--- config.mk ---
export PLATFORM = sky130hd
export DESIGN_NAME = stream_mux_arb_flat
export DESIGN_NICKNAME = d
export VERILOG_FILES = /design/src/rtl/stream_mux_arb_if.sv /design/src/rtl/stream_mux_arb.sv /design/src/flat_wrapper.sv
export SDC_FILE = /design/constraint.sdc
export NUM_CORES = 1
export LEC_CHECK = 0
export CAP_MARGIN = 10
export CORE_AREA = 2 2 122 124
export CTS_CLUSTER_DIAMETER = 60
export CTS_CLUSTER_SIZE = 12
export DETAILED_ROUTE_END_ITERATION = 10
export DIE_AREA = 0 0 124 126
export DONT_BUFFER_PORTS = 1
export RECOVER_POWER = 100
export SLEW_MARGIN = 15
export SYNTH_ARGS = -nofsm -noshare
export SYNTH_HDL_FRONTEND = slang
export SYNTH_SLANG_ARGS = --single-unit
--- constraint.sdc ---
create_clock -name clk -period 5.1 [get_ports clk]
set_input_delay 0.255 -clock clk [delete_from_list [all_inputs] [get_ports clk]]
set_output_delay 0.255 -clock clk [all_outputs]
set_load 0.1 [all_outputs]
--- src/rtl/stream_mux_arb_if.sv ---
// Handshake bundle for stream_mux_arb: N producer streams in, one consumer stream out.
// The mux itself uses the master view; the surrounding environment uses the slave view.
interface stream_mux_arb_if #(
    parameter int WIDTH = 32,
    parameter int N     = 8,
    parameter int SELW  = 3
);
    logic [N-1:0]       in_valid;
    logic [N*WIDTH-1:0] in_data;
    logic [N-1:0]       in_ready;
    logic               out_valid;
    logic [WIDTH-1:0]   out_data;
    logic [SELW-1:0]    out_ch;
    logic               out_ready;

    modport master (
        input  in_valid, in_data, out_ready,
        output in_ready, out_valid, out_data, out_ch
    );

    modport slave (
        output in_valid, in_data, out_ready,
        input  in_ready, out_valid, out_data, out_ch
    );
endinterface

--- src/rtl/stream_mux_arb.sv ---
// Registered N:1 stream multiplexer with fixed-select or round-robin arbitration.
// A single output register decouples input data from output data combinationally.
module stream_mux_arb #(
    parameter int WIDTH = 32,
    parameter int N     = 8,
    parameter int SELW  = 3
) (
    input  logic            clk,
    input  logic            reset,
    input  logic            mode,
    input  logic [SELW-1:0] sel,
    stream_mux_arb_if.master bus
);
    logic [N-1:0]     grant;
    logic [SELW-1:0]  grant_idx;
    logic [WIDTH-1:0] grant_data;
    logic             rr_found;
    int               rr_idx;
    logic [SELW-1:0]  ptr;
    logic             out_valid_q;
    logic [WIDTH-1:0] out_data_q;
    logic [SELW-1:0]  out_ch_q;
    logic             load_en;
    logic             xfer;

    assign load_en = !out_valid_q || bus.out_ready;

    // One-hot grant; round-robin scans upward from the channel after the last winner.
    always_comb begin
        grant     = '0;
        grant_idx = '0;
        rr_found  = 1'b0;
        rr_idx    = 0;
        if (!mode) begin
            for (int i = 0; i < N; i++) begin
                if (sel == SELW'(i) && bus.in_valid[i]) begin
                    grant[i]  = 1'b1;
                    grant_idx = SELW'(i);
                end
            end
        end else begin
            for (int k = 1; k <= N; k++) begin
                rr_idx = (int'(ptr) + k) % N;
                if (!rr_found && bus.in_valid[rr_idx]) begin
                    rr_found      = 1'b1;
                    grant[rr_idx] = 1'b1;
                    grant_idx     = SELW'(rr_idx);
                end
            end
        end
    end

    always_comb begin
        grant_data = '0;
        for (int i = 0; i < N; i++) begin
            if (grant[i]) begin
                grant_data = bus.in_data[i*WIDTH +: WIDTH];
            end
        end
    end

    assign bus.in_ready = reset ? '0 : (grant & {N{load_en}});
    assign xfer         = !reset && load_en && (|grant);

    // Output register and arbitration pointer; reset discards any held beat.
    always_ff @(posedge clk) begin
        if (reset) begin
            out_valid_q <= 1'b0;
            out_data_q  <= '0;
            out_ch_q    <= '0;
            ptr         <= SELW'(N - 1);
        end else if (xfer) begin
            out_valid_q <= 1'b1;
            out_data_q  <= grant_data;
            out_ch_q    <= grant_idx;
            if (mode) begin
                ptr <= grant_idx;
            end
        end else if (bus.out_ready) begin
            out_valid_q <= 1'b0;
        end
    end

    assign bus.out_valid = out_valid_q;
    assign bus.out_data  = out_data_q;
    assign bus.out_ch    = out_ch_q;
endmodule
--- src/flat_wrapper.sv ---
// flat-port wrapper written by rule: the top's interface ports become plain ports
module stream_mux_arb_flat 
#(
    parameter int WIDTH = 32,
    parameter int N     = 8,
    parameter int SELW  = 3
)
  (clk, reset, mode, sel, bus_in_valid, bus_in_data, bus_out_ready, bus_in_ready, bus_out_valid, bus_out_data, bus_out_ch);
  stream_mux_arb_if #(.WIDTH(WIDTH), .N(N), .SELW(SELW)) bus_i ();
  input  logic clk;
  input  logic reset;
  input  logic mode;
  input  logic [SELW-1:0] sel;
  input wire logic [$bits(bus_i.in_valid)-1:0] bus_in_valid;
  input wire logic [$bits(bus_i.in_data)-1:0] bus_in_data;
  input wire logic [$bits(bus_i.out_ready)-1:0] bus_out_ready;
  output wire logic [$bits(bus_i.in_ready)-1:0] bus_in_ready;
  output wire logic [$bits(bus_i.out_valid)-1:0] bus_out_valid;
  output wire logic [$bits(bus_i.out_data)-1:0] bus_out_data;
  output wire logic [$bits(bus_i.out_ch)-1:0] bus_out_ch;
  assign bus_i.in_valid = bus_in_valid;
  assign bus_i.in_data = bus_in_data;
  assign bus_i.out_ready = bus_out_ready;
  assign bus_in_ready = bus_i.in_ready;
  assign bus_out_valid = bus_i.out_valid;
  assign bus_out_data = bus_i.out_data;
  assign bus_out_ch = bus_i.out_ch;
  stream_mux_arb #(.WIDTH(WIDTH), .N(N), .SELW(SELW)) u_core (.clk(clk), .reset(reset), .mode(mode), .sel(sel), .bus(bus_i));
endmodule
; Yosys cells after proc, flatten, opt, wreduce, memory -nomap -nowiden
; Index checks and enable logic that the tools add are counted.
; Widths: inputs -> output; s select.
[totals]
reg_bits = 39
input_bits = 271
output_inout_bits = 44
word_cells = 203
[classes]
addsub = 8
magnitude_cmp = 16
eq_ne = 7
mux = 105
n_bitwise = 16
reduce_logical = 47
[op_table]
columns = op, n
row1 = $mux 32, 8
row2 = $mux 8, 17
row3 = $or 8x8->8, 7
row4 = $mux 1, 49
row5 = $lt 4x5->1 const B, 8
row6 = $mux 3, 13
row7 = $ge 4x1->1 const B, 8
row8 = $logic_and 1x1->1, 25
row9 = $bmux 1 s3, 8
row10 = $demux 1 s3, 8
row11 = $reduce_or 3->1, 8
row12 = $add 3x3->3 const B, 4
row13 = $eq 3x3->1 const B, 4
row14 = $logic_not 1->1, 9
row15 = $and 1x1->1 const A, 8
row16 = $and 8x8->8, 1
row17 = $reduce_or 8->1, 1
row18 = $add 3x1->3 const B, 2
row19 = $add 3x2->3 const B, 2
row20 = $eq 3x2->1 const B, 2
row21 = $mux 2, 2
row22 = $eq 3x1->1 const B, 1
row23 = $logic_not 3->1, 1
row24 = $reduce_and 2->1, 1
row25 = 2 further kinds, 2

; Depth between registers and ports, before layout
; Gate-level depths: netlist of the first run.
[depth]
ltp_word = 44
depth_mapped = 17
mapped_depth_nobuf = 12

; Least setup slack after synthesis of the first run
; No wires, ideal clock.
[synth_path]
path_kind = register -> output
from = register u_core.ptr[1]
to = output bus_in_ready[5]
t_arrival_ns = 4.798
required_time_ns = 4.845
slack_ns = 0.047
stages_incl_launch_ff = 12
path_buffers = 2
cell_sequence = dfxtp_1 -> buf_4 -> inv_1 -> ha_1 -> mux4_2 -> mux2i_4 -> nand3_2 -> nor4b_4 -> nand3_1 -> a31oi_1 -> clkbuf_1 -> nor2b_1
[synth_via]
elab_chain_len = 36
[synth_rtl]
columns = element, line
row1 = from (decl), stream_mux_arb.sv:19  ; logic [SELW-1:0] ptr;
row2 = from (signal assigned), stream_mux_arb.sv:71  ; ptr <= SELW'(N - 1);
row3 = from (signal assigned), stream_mux_arb.sv:77  ; ptr <= grant_idx;
row4 = branches (longest 32 deep; another with $lt 4x5->1), -
row5 = $mux 8 *, stream_mux_arb.sv:44  ; if (!rr_found && bus.in_valid[rr_idx]) begin
row6 = $mux 8 *, stream_mux_arb.sv:34  ; if (!mode) begin
row7 = $and 8x8->8 *, stream_mux_arb.sv:62  ; assign bus.in_ready = reset ? '0 : (grant & {N{load_en}});
row8 = $mux 8 *, stream_mux_arb.sv:62
row9 = to (decl), flat_wrapper.sv:17  ; output wire logic [$bits(bus_i.in_ready)-1:0] bus_in_ready;
; Every way passes the cells marked *. The select of a mux whose other input is x is not followed.

; Worst setup path in the final report of the first run
[layout_path]
from = register u_core.ptr[2]
to = output bus_in_ready[6]
; The elaborated chain is that of the path after synthesis.

==> results of run 1 <==
cells by family after synthesis:
kind of cell,after synthesis
xor gates and xnor gates,3
AOI/OAI and AO/OA,277
DFF,39
muxes,38
and+or+nand+nor,179
buffers and inverters,79
adders and majority gates,6
power by group:
group	switching (W)	internal [W]
Sequential	0.000481	0.000365
Clock	0.000143	0.000181
Combinational	0.000834	0.000508
Total	0.00146	0.00105
through the flow:
stage / hold slack, ns / cell area (um^2) / setup slack (ns) / total power (W) / util
global placement: 0.333 / 5300 / 0.537 / 0.00217 / 0.370
CTS: 0.0221 / 5440 / 0.292 / 0.00250 / 0.380
detailed placement: 0.335 / 5300 / 0.545 / 0.00217 / 0.370
floorplan: 0.461 / 4890 / 0.0466 / 0.00176 / -
global route: 0.0212 / 5410 / 0.0569 / 0.00262 / 0.378
finish: 0.0258 / 5410 / 0.252 / 0.00251 / 0.378
state kept, by name (all words and copies together), names as in the netlist:
signal                count
u_core.bus.out_ch         3
u_core.bus.out_valid      1
u_core.ptr                3
u_core.bus.out_data      32
path summary, 6_finish.rpt:
check	slack, ns	start	endpoint
worst max register to register	0.32	u_core.ptr[0]	u_core.bus.out_data[6]
worst max-delay path	0.25	u_core.ptr[2]	bus_in_ready[6]
worst min register to register	0.75	u_core.ptr[1]	u_core.ptr[1]
worst min-delay path	0.03	reset	u_core.bus.out_valid
per-layer routing:
layer | wire length [um] | vias to the layer above | track usage
met1 | 10300 | 2776 | 0.418
met5 | 13 | - | 0
met3 | 3050 | 49 | 0.0883
li1 | - | 2451 | -
met2 | 11200 | 449 | 0.471
met4 | 676 | 2 | 0.0872
placed cells by master, fill, tap and decap left out, drive strengths merged, types with 3 or more instances in the layout:
master / n
nand2: 57
a32oi: 3
a31oi: 15
nor3: 10
a221o: 34
o31ai: 30
a22oi: 70
ha: 6
clkbuf: 12
a21oi: 16
o22ai: 5
o221ai: 4
inv: 12
o21ai: 41
and2: 9
a211oi: 3
or2: 3
nand3: 13
mux4: 12
nand4: 5
nand2b: 5
nor2: 52
dfxtp: 39
mux2: 7
a41oi: 6
mux2i: 19
nor2b: 16
a221oi: 39
buf: 29
layout make-up:
cell class | count | area (um^2)
Fill cell | 1466 | 8900
Multi-Input combinational cell | 503 | 3830
Sequential cell | 39 | 781
Timing Repair Buffer | 35 | 375
Tap cell | 184 | 230
Clock buffer | 6 | 129
Inverter | 13 | 48.8
Clock inverter | 2 | 12.5
Antenna cell | 1 | 2.50
==> results.ini, run 1 <==
[logic_synthesis]
synthSimpleGateAreaFrac=0.179
synth-seq-cells=39
synth_top_family_by_area=compound AO/OA/AOI/OAI gates
synth_cells=621
yosysWarningCount=0
avgSynthCellArea_um2=7.87
syn_nets=898
yosysUniqueCellTypes=68
yosysMostFrequentCell=a22oi_1
synth_common_cells=70 x a22oi_1, 57 x nand2_1, 50 x nor2_1, 44 x clkbuf_1, 39 x dfxtp_1
synth_edf_count=0
netlist_area_um2=4890
synth_flop_cell=dfxtp_1
yosys.area.top_type_share=0.160
ys_top_cells_by_area=dfxtp_1 16%, a22oi_1 11%, a221o_1 7.0%, a221oi_1 6.3%, mux4_2 5.5%
synth_xor_area_frac=0.00845
synthAdderAreaFrac=0.0154
synth_top_area_cell=dfxtp_1
async_reset_ff_frac=0
muxShareOfSynthArea=0.116
synth_compound_area_frac=0.447
ys_seq_area_frac=0.160

[detailed_routing]
post_drt_via_cell_ratio=7.31
wirelength_um=25200
first_pass_iters=5
drt-initial-drc-count=716
routedWlPerCell_um=32.2
num_vias=5727
drc=0
ant_nets=0

[critical_path]
path_cells=inv_2 -> ha_1 -> mux4_2 -> mux2i_4 -> nand3_2 -> nor3b_2 -> nand4_1 -> a32oi_4 -> clkbuf_4 -> and3b_1 -> buf_12
path_buf_inv=3
worstPathRequired_ns=4.85
start_kind=flip-flop
path_delay_family=simple AND/OR/NAND/NOR gates
arrival_ns=4.59
rr_worst_depth=14
crit_fanout=35
crit_cells=11
crit_path_top_delay_cell=mux4_2
cp_slowest_stage_delay_ns=0.66
path_class=flip-flop to primary output
end_kind=primary output

[worst_hold_path]
hp-class=primary input to flip-flop
holdPathStages=1

[timing]
maxSlewViolCount=0
finalHoldViolCount=0
fin_crit_ns=4.85
slew_headroom=0.216
worst_slew_pin_slew_ns=1.17
finalSetupTns_ns=0
finalCritPeriodShare=0.950
rsz0062_at_grt=no
finClkSkew_ns=0.00610
fmax_mhz=206
setup-violations-final=0

[clocking]
cts.clk_slew.worst_paths_ns=0.07
clk-insertion-delay-late_ns=0.29
cts_buffers=5
cts_setup_buffers=0
htreeDepth=2
cts_sinks=39
post_cts_resize_count=0
hold_buffers=0
cts_root_buf=clkbuf_16
clock_path_buffers=2
cts_tree=yes

[power]
irDropWorstVdd_uv=200
p_per_area_nw_per_um2=464
power.leakage_nw=1.79

[final_layout]
stdcell_count=783
fin_nets=874
post_route_cells_drive_above_1_share=0.159
syn2layout_area_growth_pct=10.7

[grt]
antenna_found_initial=2
grt_use_total=0.307
grt_pass1_wl_um=35700
grt-ovfl-total=0
grt_pass1_vias=5312
grt_start_max_net_pins=36

[floorplan]
die_h_um=126
die_x_um=124
ios=315
fp.coreArea_um2=14300
fp-row-count=44
die_area_um2=15600
start_util=0.342

[status]
outcome=complete, no violations

[place]
dp_hpwl_um=19800
placed_cells=774
io_buffers=0
gp_congestion=1.00

[job]
drv_cap=0

Power figures use the tool's default switching activity.
==> run 2: changes to the inputs <==
--- a/config.mk
+++ b/config.mk
@@ -6,11 +6,11 @@
 export NUM_CORES = 1
 export LEC_CHECK = 0
 export CAP_MARGIN = 10
-export CORE_AREA = 2 2 122 124
+export CORE_AREA = 2 2 123 125
 export CTS_CLUSTER_DIAMETER = 60
 export CTS_CLUSTER_SIZE = 12
 export DETAILED_ROUTE_END_ITERATION = 10
-export DIE_AREA = 0 0 124 126
+export DIE_AREA = 0 0 125 127
 export DONT_BUFFER_PORTS = 1
 export RECOVER_POWER = 100
 export SLEW_MARGIN = 15
==> results.ini, run 2 (same netlist as run 1, synthesis figures left out) <==
[status]
outcome=complete, no violations

[final_layout]
fin_nets=876
layout_commonest_cell=a22oi_1
largest_register_ffs=32
syn2layout_area_growth_pct=11.6
design_area_um2=5450
final_util=0.378
fill_cells=1505
final_cell_mix=70 x a22oi_1, 57 x nand2_1, 49 x nor2_1, 39 x dfxtp_1, 38 x o21ai_0
post_route_cells_drive_above_1_share=0.163

[critical_path]
end_kind=primary output
path_cells=inv_1 -> ha_1 -> mux4_2 -> mux2i_4 -> nand3_2 -> nor3_2 -> a221oi_1 -> a41oi_4 -> buf_4 -> nor2b_2 -> buf_12
arrival_ns=4.55
start_kind=flip-flop
rr_startpoint=u_core.ptr[1]
path_class=flip-flop to primary output
worstPathRequired_ns=4.85
r2r_end=u_core.bus.out_data[9]
crit_path_top_delay_cell=mux4_2
cp_slowest_stage_delay_ns=0.69
crit_fanout=24
r2r_slack_ns=0.33
rr_worst_depth=12

[grt]
grt_pass1_vias=5428
antenna_found_initial=3
grt_pass1_wl_um=35100
grt-ovfl-total=0
grt_start_max_net_pins=34
grt_use_total=0.287

[detailed_routing]
num_vias=5719
wirelength_um=24500
post_drt_via_cell_ratio=7.26
drc=0
drt-initial-drc-count=602
first_pass_iters=6
routedWlPerCell_um=31.1
ant_nets=0

[clocking]
cts_setup_buffers=0
clk-insertion-delay-late_ns=0.29
cts_buffers=5
cts_root_buf=clkbuf_16
hold_buffers=0
htreeDepth=2
cts.clk_slew.worst_paths_ns=0.06
post_cts_resize_count=0
clock_path_buffers=2
cts_sinks=39
cts_tree=yes

[floorplan]
die_h_um=127
die_area_um2=15900
fp-row-count=44
fp.coreArea_um2=14400
start_util=0.339
die_x_um=125
ios=315

[job]
drv_cap=0

[place]
io_buffers=0
placed_cell_area_um2=5310
dp_hpwl_um=19600
gp_congestion=0.977
dp_slack_ns=0.450

[worst_hold_path]
holdCritStartpoint=reset
hp-class=primary input to flip-flop
holdPathStages=1
hold-path-endpoint=u_core.bus.out_ch[2]

[timing]
rsz0062_at_grt=no
finalCritPeriodShare=0.943
finalHoldViolCount=0
worst_slew_pin_slew_ns=1.13
finalSetupTns_ns=0
fin_ws_ns=0.291
holdWs_ns=0.0296
finClkSkew_ns=0.00461
setup-violations-final=0
fin_crit_ns=4.81
fmax_mhz=208
slew_headroom=0.242
maxSlewViolCount=0

[power]
p_per_area_nw_per_um2=465
power.leakage_nw=1.82
irDropWorstVdd_uv=133

==> run 2: worst max path at each step <==
stage | from | end | slack (ns) | depth (start not counted)
global route | u_core.ptr[0] | u_core.bus.out_data[23] | 0.04 | 13
finish | u_core.ptr[1] | bus_in_ready[3] | 0.29 | 11
CTS | u_core.ptr[1] | bus_in_ready[3] | 0.34 | 11
detailed placement | u_core.ptr[0] | u_core.bus.out_data[3] | 0.45 | 14
global placement | u_core.ptr[1] | u_core.bus.out_data[30] | 0.56 | 12
floorplan | u_core.ptr[1] | bus_in_ready[5] | 0.05 | 11
==> run 2: critical path: cells and delay by family (launching register included) <==
| kind | cells | cell delay (ns) |
|---|---|---|
| AOI/OAI and AO/OA | 2 | 0.63 |
| DFF | 1 | 0.40 |
| buffers and inverters | 3 | 0.70 |
| muxes | 2 | 1.01 |
| and+or+nand+nor | 3 | 1.04 |
| adders and majority gates | 1 | 0.48 |
==> run 2: area by class of cell <==
cell class / instances / area [um^2] / area share
Antenna cell: 4 / 10.0 / 0.00184
Clock buffer: 5 / 125 / 0.0229
Clock inverter: 3 / 43.8 / 0.00803
Inverter: 13 / 48.8 / 0.00895
Multi-Input combinational cell: 503 / 3810 / 0.699
Sequential cell: 39 / 781 / 0.143
Tap cell: 184 / 230 / 0.0422
Timing Repair Buffer: 37 / 403 / 0.0739
==> run 2: power breakdown <==
group	switching [W]	internal (W)	leakage, nW
Clock	0.000138	0.000231	0.0838
Combinational	0.000813	0.000511	1.41
Sequential	0.000480	0.000365	0.323
==> run 2: stage by stage <==
| step | total power [W] | cells |
|---|---|---|
| 2_1_floorplan | 0.00176 | 621 |
| 3_3_place_gp | 0.00216 | 776 |
| 3_5_place_dp | 0.00216 | 776 |
| 4_1_cts | 0.00253 | 784 |
| 5_1_grt | 0.00266 | 787 |
| 6_report | 0.00254 | 788 |
==> run 2: metal layers <==
metal | track usage | vias up | wire length, um
met1 | 0.357 | 2787 | 9210
li1 | - | 2464 | -
met4 | 0.105 | 0 | 890
met5 | 0 | - | 0
met2 | 0.496 | 426 | 12100
met3 | 0.0540 | 42 | 2250
==> run 3: changes to the inputs <==
==> constraint.sdc (replaced) <==
create_clock -name clk -period 5.3 [get_ports clk]
set_input_delay 0.265 -clock clk [delete_from_list [all_inputs] [get_ports clk]]
set_output_delay 0.265 -clock clk [all_outputs]
set_load 0.1 [all_outputs]
==> results.ini, run 3 (same netlist as run 1, synthesis figures left out) <==
[status]
outcome=complete, no violations

[floorplan]
ios=315
start_util=0.339
die_x_um=125
fp-row-count=44
die_h_um=127
fp.coreArea_um2=14400
die_area_um2=15900

[detailed_routing]
ant_nets=0
drc=0
first_pass_iters=6
routedWlPerCell_um=31.2
num_vias=5684
wirelength_um=24500
drt-initial-drc-count=701
post_drt_via_cell_ratio=7.22

[final_layout]
fin_nets=877
layout_commonest_cell=a22oi_1
final_cell_mix=70 x a22oi_1, 57 x nand2_1, 49 x nor2_1, 39 x dfxtp_1, 38 x o21ai_0
multi_input_area_um2=3810
register_area_um2=781
post_route_cells_drive_above_1_share=0.165
largest_register_ffs=32
syn2layout_area_growth_pct=10.6
fill_cells=1473

[clocking]
cts_setup_buffers=0
cts_buffers=5
clk-insertion-delay-late_ns=0.29
cts.clk_slew.worst_paths_ns=0.06
clock_path_buffers=2
hold_buffers=0
cts_root_buf=clkbuf_16
cts_tree=yes
post_cts_resize_count=0
cts_sinks=39
htreeDepth=2

[grt]
grt_pass1_vias=5345
grt_use_total=0.287
grt-ovfl-total=0
grt_start_max_net_pins=34
antenna_found_initial=3
grt_pass1_wl_um=34900

[timing]
setup-violations-final=0
worst_slew_pin_slew_ns=1.13
fmax_mhz=202
fin_ws_ns=0.344
maxSlewViolCount=0
holdWs_ns=0.0394
fin_crit_ns=4.96
finalSetupTns_ns=0
finClkSkew_ns=0.00698
slew_headroom=0.247
finalCritPeriodShare=0.935
finalHoldViolCount=0
rsz0062_at_grt=no

[critical_path]
worstSetupStartpoint=u_core.ptr[1]
rr_worst_depth=12
worstPathRequired_ns=5.04
end_kind=primary output
r2r_end=u_core.bus.out_data[11]
endpoint=bus_in_ready[0]
arrival_ns=4.69
path_class=flip-flop to primary output
r2r_slack_ns=0.45
start_kind=flip-flop
crit_fanout=33
rr_startpoint=u_core.ptr[0]

[place]
dp_hpwl_um=19500
gp_congestion=0.939
io_buffers=0
dp_slack_ns=0.782

[power]
power.leakage_nw=1.80
irDropWorstVdd_uv=148
p_per_area_nw_per_um2=440

[job]
drv_cap=0

[worst_hold_path]
hp-class=primary input to flip-flop

==> run 3: cell types whose count changed in the layout (fill, tap and decap cells not counted), moves of 2 or more <==
cell	change
buf_12	-2
clkbuf_4	+2
clkinvlp_4	+2
diode_2	-2
==> run 3: layout make-up <==
| cell class | instances | share of cell area |
|---|---|---|
| timing repair buffer | 38 | 0.0708 |
| tap | 184 | 0.0426 |
| antenna | 2 | 0.000925 |
| multi-input combinational | 503 | 0.705 |
| clock buffer | 5 | 0.0231 |
| clock inverter | 3 | 0.00370 |
| inverter | 13 | 0.00902 |
| sequential | 39 | 0.144 |
==> run 3: routing by layer <==
layer  track usage  share of wire
met1         0.361           0.38
met2         0.488           0.50
met3        0.0532          0.090
met4         0.111          0.036
met5             0        0.00053
==> run 3: through the flow <==
step           utilization  instance area [um^2]  total power, W  std cells
3_5_place_dp         0.367                  5300         0.00207        777
2_1_floorplan            -                  4890         0.00170        621
6_report             0.375                  5410         0.00238        787
3_3_place_gp         0.367                  5300         0.00206        777
4_1_cts              0.378                  5450         0.00238        785
5_1_grt              0.375                  5410         0.00248        787
==> run 3: worst min-delay path by stage <==
stage	from	end	slack (ns)	cells past startpoint
finish	reset	u_core.bus.out_ch[2]	0.04	1
floorplan	bus_in_data[224]	u_core.bus.out_data[0]	0.47	3
detailed placement	reset	u_core.bus.out_ch[2]	0.34	1
global placement	reset	u_core.bus.out_ch[0]	0.34	1
CTS	reset	u_core.bus.out_ch[2]	0.04	1
global route	reset	u_core.bus.out_ch[2]	0.03	1
==> run 3: worst max-delay path, cell delays in order, from the launching register on <==
cell	delay, ns
dfxtp_1	0.34
inv_1	0.13
ha_1	0.46
mux4_2	0.66
mux2i_4	0.29
nand3_2	0.22
nor3_1	0.82
a221oi_1	0.29
a31oi_4	0.22
clkbuf_4	0.46
nor2b_2	0.29
buf_12	0.19
==> run 3: power breakdown <==
part           leakage [nW]  switching (W)  internal, W
Combinational          1.41       0.000779     0.000484
Clock                0.0658       0.000135     0.000174
Sequential            0.323       0.000455     0.000351
